[src/rtl/alu_nibble_sequencer_if.sv]
// Host and 4-bit slice signals of alu_nibble_sequencer in one bundle.
// ALU_SEQ_ZERO_EN adds the registered 'zero' result flag.
interface alu_nibble_sequencer_if #(
    parameter int WIDTH = 16
);
    logic             start;
    logic [WIDTH-1:0] op_a;
    logic [WIDTH-1:0] op_b;
    logic [3:0]       sel;
    logic             mode;
    logic             carry_in;
    logic             busy;
    logic             done;
    logic [WIDTH-1:0] result;
    logic             carry_out;
    logic             a_eq_b;
`ifdef ALU_SEQ_ZERO_EN
    logic             zero;
`endif
    logic [3:0]       alu_a;
    logic [3:0]       alu_b;
    logic [3:0]       alu_s;
    logic             alu_m;
    logic             alu_cn;
    logic [3:0]       alu_f;
    logic             alu_cn_out;
    logic             alu_a_eq_b;

`ifdef ALU_SEQ_ZERO_EN
    modport slave (
        input  start, op_a, op_b, sel, mode, carry_in,
        output busy, done, result, carry_out, a_eq_b, zero,
        output alu_a, alu_b, alu_s, alu_m, alu_cn,
        input  alu_f, alu_cn_out, alu_a_eq_b
    );
    modport master (
        output start, op_a, op_b, sel, mode, carry_in,
        input  busy, done, result, carry_out, a_eq_b, zero,
        input  alu_a, alu_b, alu_s, alu_m, alu_cn,
        output alu_f, alu_cn_out, alu_a_eq_b
    );
`else
    modport slave (
        input  start, op_a, op_b, sel, mode, carry_in,
        output busy, done, result, carry_out, a_eq_b,
        output alu_a, alu_b, alu_s, alu_m, alu_cn,
        input  alu_f, alu_cn_out, alu_a_eq_b
    );
    modport master (
        output start, op_a, op_b, sel, mode, carry_in,
        input  busy, done, result, carry_out, a_eq_b,
        input  alu_a, alu_b, alu_s, alu_m, alu_cn,
        output alu_f, alu_cn_out, alu_a_eq_b
    );
`endif
endinterface

[src/rtl/alu_nibble_sequencer.sv]
// Runs a WIDTH-bit op through one external 74181 slice, one nibble per clock, LSB first.
// ALU_SEQ_ZERO_EN adds a registered zero-result flag.
module alu_nibble_sequencer #(
    parameter int WIDTH = 16
) (
    input logic                    clk,
    input logic                    rst,
    alu_nibble_sequencer_if.slave  bus
);
    localparam int NIB = WIDTH / 4;
    localparam int IW  = (NIB > 1) ? $clog2(NIB) : 1;

    typedef enum logic [1:0] {IDLE, RUN, DONE} state_t;

    state_t           state, state_nxt;
    logic [WIDTH-1:0] a_lat, b_lat, result_r, result_nxt;
    logic [3:0]       s_lat;
    logic             m_lat, cin_lat;
    logic [IW-1:0]    idx;
    logic             cy_reg, eq_acc;
    logic             busy, done;
    logic             last;

    assign last = (idx == IW'(NIB - 1));

    always_ff @(posedge clk) begin
        if (rst) state <= IDLE;
        else     state <= state_nxt;
    end

    always_comb begin
        state_nxt = state;
        busy      = 1'b0;
        done      = 1'b0;
        case (state)
            IDLE: if (bus.start) state_nxt = RUN;
            RUN: begin
                busy = 1'b1;
                if (last) state_nxt = DONE;
            end
            DONE: begin
                done      = 1'b1;
                state_nxt = IDLE;
            end
            default: state_nxt = IDLE;
        endcase
    end

    always_comb begin
        result_nxt             = result_r;
        result_nxt[4*idx +: 4] = bus.alu_f;
    end

    always_ff @(posedge clk) begin
        if (rst) begin
            a_lat    <= '0;
            b_lat    <= '0;
            s_lat    <= '0;
            m_lat    <= 1'b0;
            cin_lat  <= 1'b0;
            idx      <= '0;
            result_r <= '0;
            cy_reg   <= 1'b1;
            eq_acc   <= 1'b0;
        end else begin
            case (state)
                IDLE: if (bus.start) begin
                    a_lat   <= bus.op_a;
                    b_lat   <= bus.op_b;
                    s_lat   <= bus.sel;
                    m_lat   <= bus.mode;
                    cin_lat <= bus.carry_in;
                    idx     <= '0;
                    eq_acc  <= 1'b1;
                end
                RUN: begin
                    result_r <= result_nxt;
                    cy_reg   <= bus.alu_cn_out;
                    eq_acc   <= eq_acc & bus.alu_a_eq_b;
                    // Parking idx at 0 makes IDLE/DONE present nibble 0.
                    idx      <= last ? '0 : idx + IW'(1);
                end
                default: ;
            endcase
        end
    end

`ifdef ALU_SEQ_ZERO_EN
    logic zero_r;
    always_ff @(posedge clk) begin
        if (rst)                        zero_r <= 1'b0;
        else if (state == RUN && last) zero_r <= (result_nxt == '0);
    end
    assign bus.zero = zero_r;
`endif

    // Carry chains raw between passes; nibble 0 takes the latched carry_in.
    assign bus.alu_a     = a_lat[4*idx +: 4];
    assign bus.alu_b     = b_lat[4*idx +: 4];
    assign bus.alu_s     = s_lat;
    assign bus.alu_m     = m_lat;
    assign bus.alu_cn    = (idx == '0) ? cin_lat : cy_reg;
    assign bus.busy      = busy;
    assign bus.done      = done;
    assign bus.result    = result_r;
    assign bus.carry_out = cy_reg;
    assign bus.a_eq_b    = eq_acc;
endmodule

[src/flat_wrapper.sv]
// flat-port wrapper written by rule: the top's interface ports become plain ports
module alu_nibble_sequencer_flat 
#(
    parameter int WIDTH = 16
)
  (clk, rst, bus_start, bus_op_a, bus_op_b, bus_sel, bus_mode, bus_carry_in, bus_busy, bus_done, bus_result, bus_carry_out, bus_a_eq_b, bus_alu_a, bus_alu_b, bus_alu_s, bus_alu_m, bus_alu_cn, bus_alu_f, bus_alu_cn_out, bus_alu_a_eq_b);
  alu_nibble_sequencer_if #(.WIDTH(WIDTH)) bus_i ();
  input logic clk;
  input logic rst;
  input wire logic [$bits(bus_i.start)-1:0] bus_start;
  input wire logic [$bits(bus_i.op_a)-1:0] bus_op_a;
  input wire logic [$bits(bus_i.op_b)-1:0] bus_op_b;
  input wire logic [$bits(bus_i.sel)-1:0] bus_sel;
  input wire logic [$bits(bus_i.mode)-1:0] bus_mode;
  input wire logic [$bits(bus_i.carry_in)-1:0] bus_carry_in;
  output wire logic [$bits(bus_i.busy)-1:0] bus_busy;
  output wire logic [$bits(bus_i.done)-1:0] bus_done;
  output wire logic [$bits(bus_i.result)-1:0] bus_result;
  output wire logic [$bits(bus_i.carry_out)-1:0] bus_carry_out;
  output wire logic [$bits(bus_i.a_eq_b)-1:0] bus_a_eq_b;
  output wire logic [$bits(bus_i.alu_a)-1:0] bus_alu_a;
  output wire logic [$bits(bus_i.alu_b)-1:0] bus_alu_b;
  output wire logic [$bits(bus_i.alu_s)-1:0] bus_alu_s;
  output wire logic [$bits(bus_i.alu_m)-1:0] bus_alu_m;
  output wire logic [$bits(bus_i.alu_cn)-1:0] bus_alu_cn;
  input wire logic [$bits(bus_i.alu_f)-1:0] bus_alu_f;
  input wire logic [$bits(bus_i.alu_cn_out)-1:0] bus_alu_cn_out;
  input wire logic [$bits(bus_i.alu_a_eq_b)-1:0] bus_alu_a_eq_b;
  assign bus_i.start = bus_start;
  assign bus_i.op_a = bus_op_a;
  assign bus_i.op_b = bus_op_b;
  assign bus_i.sel = bus_sel;
  assign bus_i.mode = bus_mode;
  assign bus_i.carry_in = bus_carry_in;
  assign bus_busy = bus_i.busy;
  assign bus_done = bus_i.done;
  assign bus_result = bus_i.result;
  assign bus_carry_out = bus_i.carry_out;
  assign bus_a_eq_b = bus_i.a_eq_b;
  assign bus_alu_a = bus_i.alu_a;
  assign bus_alu_b = bus_i.alu_b;
  assign bus_alu_s = bus_i.alu_s;
  assign bus_alu_m = bus_i.alu_m;
  assign bus_alu_cn = bus_i.alu_cn;
  assign bus_i.alu_f = bus_alu_f;
  assign bus_i.alu_cn_out = bus_alu_cn_out;
  assign bus_i.alu_a_eq_b = bus_alu_a_eq_b;
  alu_nibble_sequencer #(.WIDTH(WIDTH)) u_core (.clk(clk), .rst(rst), .bus(bus_i));
endmodule
[config.mk]
export PLATFORM = sky130hd
export DESIGN_NAME = alu_nibble_sequencer_flat
export DESIGN_NICKNAME = d
export VERILOG_FILES = /design/src/rtl/alu_nibble_sequencer_if.sv /design/src/rtl/alu_nibble_sequencer.sv /design/src/flat_wrapper.sv
export SDC_FILE = /design/constraint.sdc
export NUM_CORES = 1
export LEC_CHECK = 0
export CAP_MARGIN = 20
export CORE_MARGIN = 2
export CORE_UTILIZATION = 42
export DETAILED_ROUTE_END_ITERATION = 8
export GPL_ROUTABILITY_DRIVEN = 0
export HOLD_SLACK_MARGIN = 0.1
export PLACE_DENSITY = 0.74
export SYNTH_ARGS = -nofsm -noshare
export SYNTH_HDL_FRONTEND = slang
export SYNTH_SLANG_ARGS = --single-unit
[constraint.sdc]
create_clock -name clk -period 2.97 [get_ports clk]
set_clock_uncertainty 0.1 [all_clocks]
set_input_delay 0.594 -clock clk [delete_from_list [all_inputs] [get_ports clk]]
set_output_delay 0.594 -clock clk [all_outputs]
set_load 0.01 [all_outputs]
==> results of run 1 <==
-- metrics by stage --
stage	setup WS [ps]	instance area [µm²]	cells	hold slack (ps)	total power, mW
after global placement	493	3350	425	339	1.16
after CTS	114	3580	441	354	2.00
after global routing	23.5	3580	441	371	2.07
after floorplan	897	2510	283	333	1.03
after detailed placement	482	3350	425	345	1.16
final	115	3580	441	350	1.99
-- cell usage in the layout (no fill, tap or decap), types with 3 or more instances in the layout --
master / instances
a21oi_1: 45
a22o_1: 4
and3b_1: 3
buf_4: 8
clkbuf_8: 12
clkdlybuf4s50_1: 79
dfxtp_1: 60
ha_1: 6
inv_1: 7
mux4_2: 8
nand2_1: 83
nand2b_1: 5
nand3b_1: 7
nand4_1: 7
nor2_1: 3
nor2b_1: 3
o21ai_0: 3
o32ai_1: 4
-- cell families (layout without fill, tap and decap cells) --
logic type,Yosys count,in the layout,share of synthesized area (%)
and+or+nand+nor,119,119,22.0
muxes,9,9,7.61
buffers and inverters,29,112,6.07
adders and majority gates,6,6,2.98
AOI/OAI and AO/OA,60,60,13.6
DFF,60,60,47.8
-- worst max-delay path, delay by kind of cell (launching register included) --
| kind | cells | cell delay, ps |
|---|---|---|
| muxes | 1 | 520 |
| DFF | 1 | 540 |
| buffers and inverters | 2 | 770 |
-- cell type report --
cell class	instances	area (µm²)
Multi-Input combinational cell	194	1170
Fill cell	532	2270
Sequential cell	60	1200
Clock buffer	12	165
Timing Repair Buffer	88	856
Clock inverter	4	70.1
Inverter	8	30.0
Tap cell	75	93.8
-- synthesized netlist by cell type --
cell,number
o32ai_1,4
and4_1,1
a31oi_1,1
nor2_1,3
nor3b_1,2
nand3b_1,7
nor4b_1,1
mux2_2,1
o41ai_1,2
dfxtp_1,60
nand2b_1,5
nand4_1,7
a21oi_1,45
o21ai_0,3
nand2_1,83
nand3_1,2
mux4_2,8
buf_4,3
buf_2,8
inv_2,1
clkbuf_1,6
inv_1,7
nor2b_1,3
nor2_2,1
buf_6,3
or3b_1,1
and3b_1,3
ha_1,6
buf_1,1
a22o_1,4
o21a_1,1
-- per-layer routing --
metal / wire (µm) / GRT usage, % / vias up
li1: - / - / 1122
met1: 2580 / 22.1 / 1011
met2: 2540 / 28.0 / 71
met3: 411 / 5.78 / 8
met4: 68 / 7.63 / 0
met5: 0 / 0 / -
-- registers in the layout, summed over array words and instances (netlist names), 2 cells and up --
name and cells:
u_core.bus.alu_s 4, u_core.a_lat 16, u_core.bus.result 16, u_core.state 2, u_core.idx 2, u_core.b_lat 16
-- final timing paths --
kind,startpoint,cells after the start,to
worst max-delay path,u_core.idx[0]$_SDFFE_PP0P_,3,bus_alu_b[0]
worst max register to register,u_core.idx[0]$_SDFFE_PP0P_,5,u_core.bus.result[11]$_SDFFE_PP0P_
worst min-delay path,u_core.bus.result[5]$_SDFFE_PP0P_,2,u_core.bus.result[5]$_SDFFE_PP0P_
worst min register to register,u_core.bus.result[5]$_SDFFE_PP0P_,2,u_core.bus.result[5]$_SDFFE_PP0P_
-- power groups by stage --
stage / clock network, mW / logic, mW / registers (mW)
detailed placement: 0 / 0.278 / 0.886
global route: 0.897 / 0.304 / 0.873
finish: 0.843 / 0.276 / 0.868
global placement: 0 / 0.275 / 0.885
CTS: 0.856 / 0.279 / 0.869
floorplan: 0 / 0.149 / 0.882
==> results.md, run 1 <==
* PortBufs at 80
* IO Count at 81
* Worst path max stage delay at 540 ps
* Clock sinks at 60
* Cell Int Power at 1.53 mW
* Slowest-stage cell, CP: dfxtp_1
* Die X at 81.4 µm
* WS Path Type: register to output port
* Vias/cell at 5.02
* DIE AREA at 6620 µm²
* Setup bufs post-CTS at 0
* Final Cycle Share at 96.1%
* CTS Buf Count at 9
* Initial antenna violation count at 0
* TritonCTS clock tree: yes
* Max-capacitance violation count at 0
* Crit path required time at 2280 ps
* DR WL/cell at 12.7 µm
* CTS resizes at 0
* Cts hold-fix bufs at 0
* RSZ-0062 raised after global routing: false
* Power Density at 555 nW/µm²
* Number of global-route vias before repair at 1991
* Setup Total Neg Slack at 0 ps
* Rows at 28
* Switching Share at 22.8%
* Status: completed
* Critical path endpoint category: output port
* Worst-path cell chain: buf_4 > mux4_2 > clkdlybuf4s50_1
* Post-synth cell types at 31
* Post-Syn Area per Cell at 8.89 µm²
* Combinational share of power at 13.9%
* GR Overflow Total at 0
* Final hold vios at 0
* Synth area leader: dfxtp_1
* Gr usage total at 17.7%
* Pins over their slew limit at 0
* Power share of the clock group at 42.4%
* Core area at 5850 µm²
* Via count at 2212
* Skew-Pair Late Insertion Delay at 330 ps
* Worst-margin pin slew at 586 ps
* Final ANT Viol Nets at 0
* Synth top area cells: dfxtp_1 (48%), nand2_1 (12%), a21oi_1 (9.0%), mux4_2 (7.2%), ha_1 (3.0%)
* Psw at 0.453 mW
* Leakage at 1.34 nW
* Fin crit period at 2860 ps
* Final core utilization at 61.2%
* Top-area cell type share of the netlist area at 47.8%
* CP Launch Type: register
* Die height at 81.4 µm
* Setup-failing EPs final at 0
* Slew margin rel. at 60.8%
* Net Count, Synth at 336
* Drt drc at 0
* CP Max Fanout at 14
* H-tree depth at 3
* Synth Register Bits at 60
* R2r setup slk at 990 ps
* Diodes inserted at 0
* HP Class: register to register
* Root Buffer: clkbuf_8
* Cells after Synth at 283
* Clock-pin transition on the worst setup and hold timing paths at 60 ps
* 1st-iter DRT viols at 85
* Peak VDD IR at 0.380 mV
* Nets at 414
* Sequential share of the synthesized area at 47.8%
* Final HPWL from detailed placement at 3960 µm
* Initial cell density of the core at 43.0%
* WP data arrival at 2160 ps
* F_max at 350 MHz
* Synth-to-layout area growth at 42.4%
* Drt first pass iters at 4
* WL final at 5600 µm
* First-pass GRT wire length at 8890 µm
* Reg power frac at 43.7%
* CTS Buffer Depth at 2
* Layout cells sized above 1 at 10.1%
* Synthesis Warnings at 0
* Synth Cell Area at 2510 µm²
* Largest net degree at the start of global routing at 42
Power figures use the tool's default switching activity.
==> run 2, diff against run 1 <==
--- a/config.mk
+++ b/config.mk
@@ -5,7 +5,6 @@
 export SDC_FILE = /design/constraint.sdc
 export NUM_CORES = 1
 export LEC_CHECK = 0
-export CAP_MARGIN = 20
 export CORE_MARGIN = 2
 export CORE_UTILIZATION = 42
 export DETAILED_ROUTE_END_ITERATION = 8
@@ -15,3 +14,4 @@
 export SYNTH_ARGS = -nofsm -noshare
 export SYNTH_HDL_FRONTEND = slang
 export SYNTH_SLANG_ARGS = --single-unit
+export TNS_END_PERCENT = 100
==> results of run 2 <==
The final DEF is identical to that of run 1; final timing and power are the same.
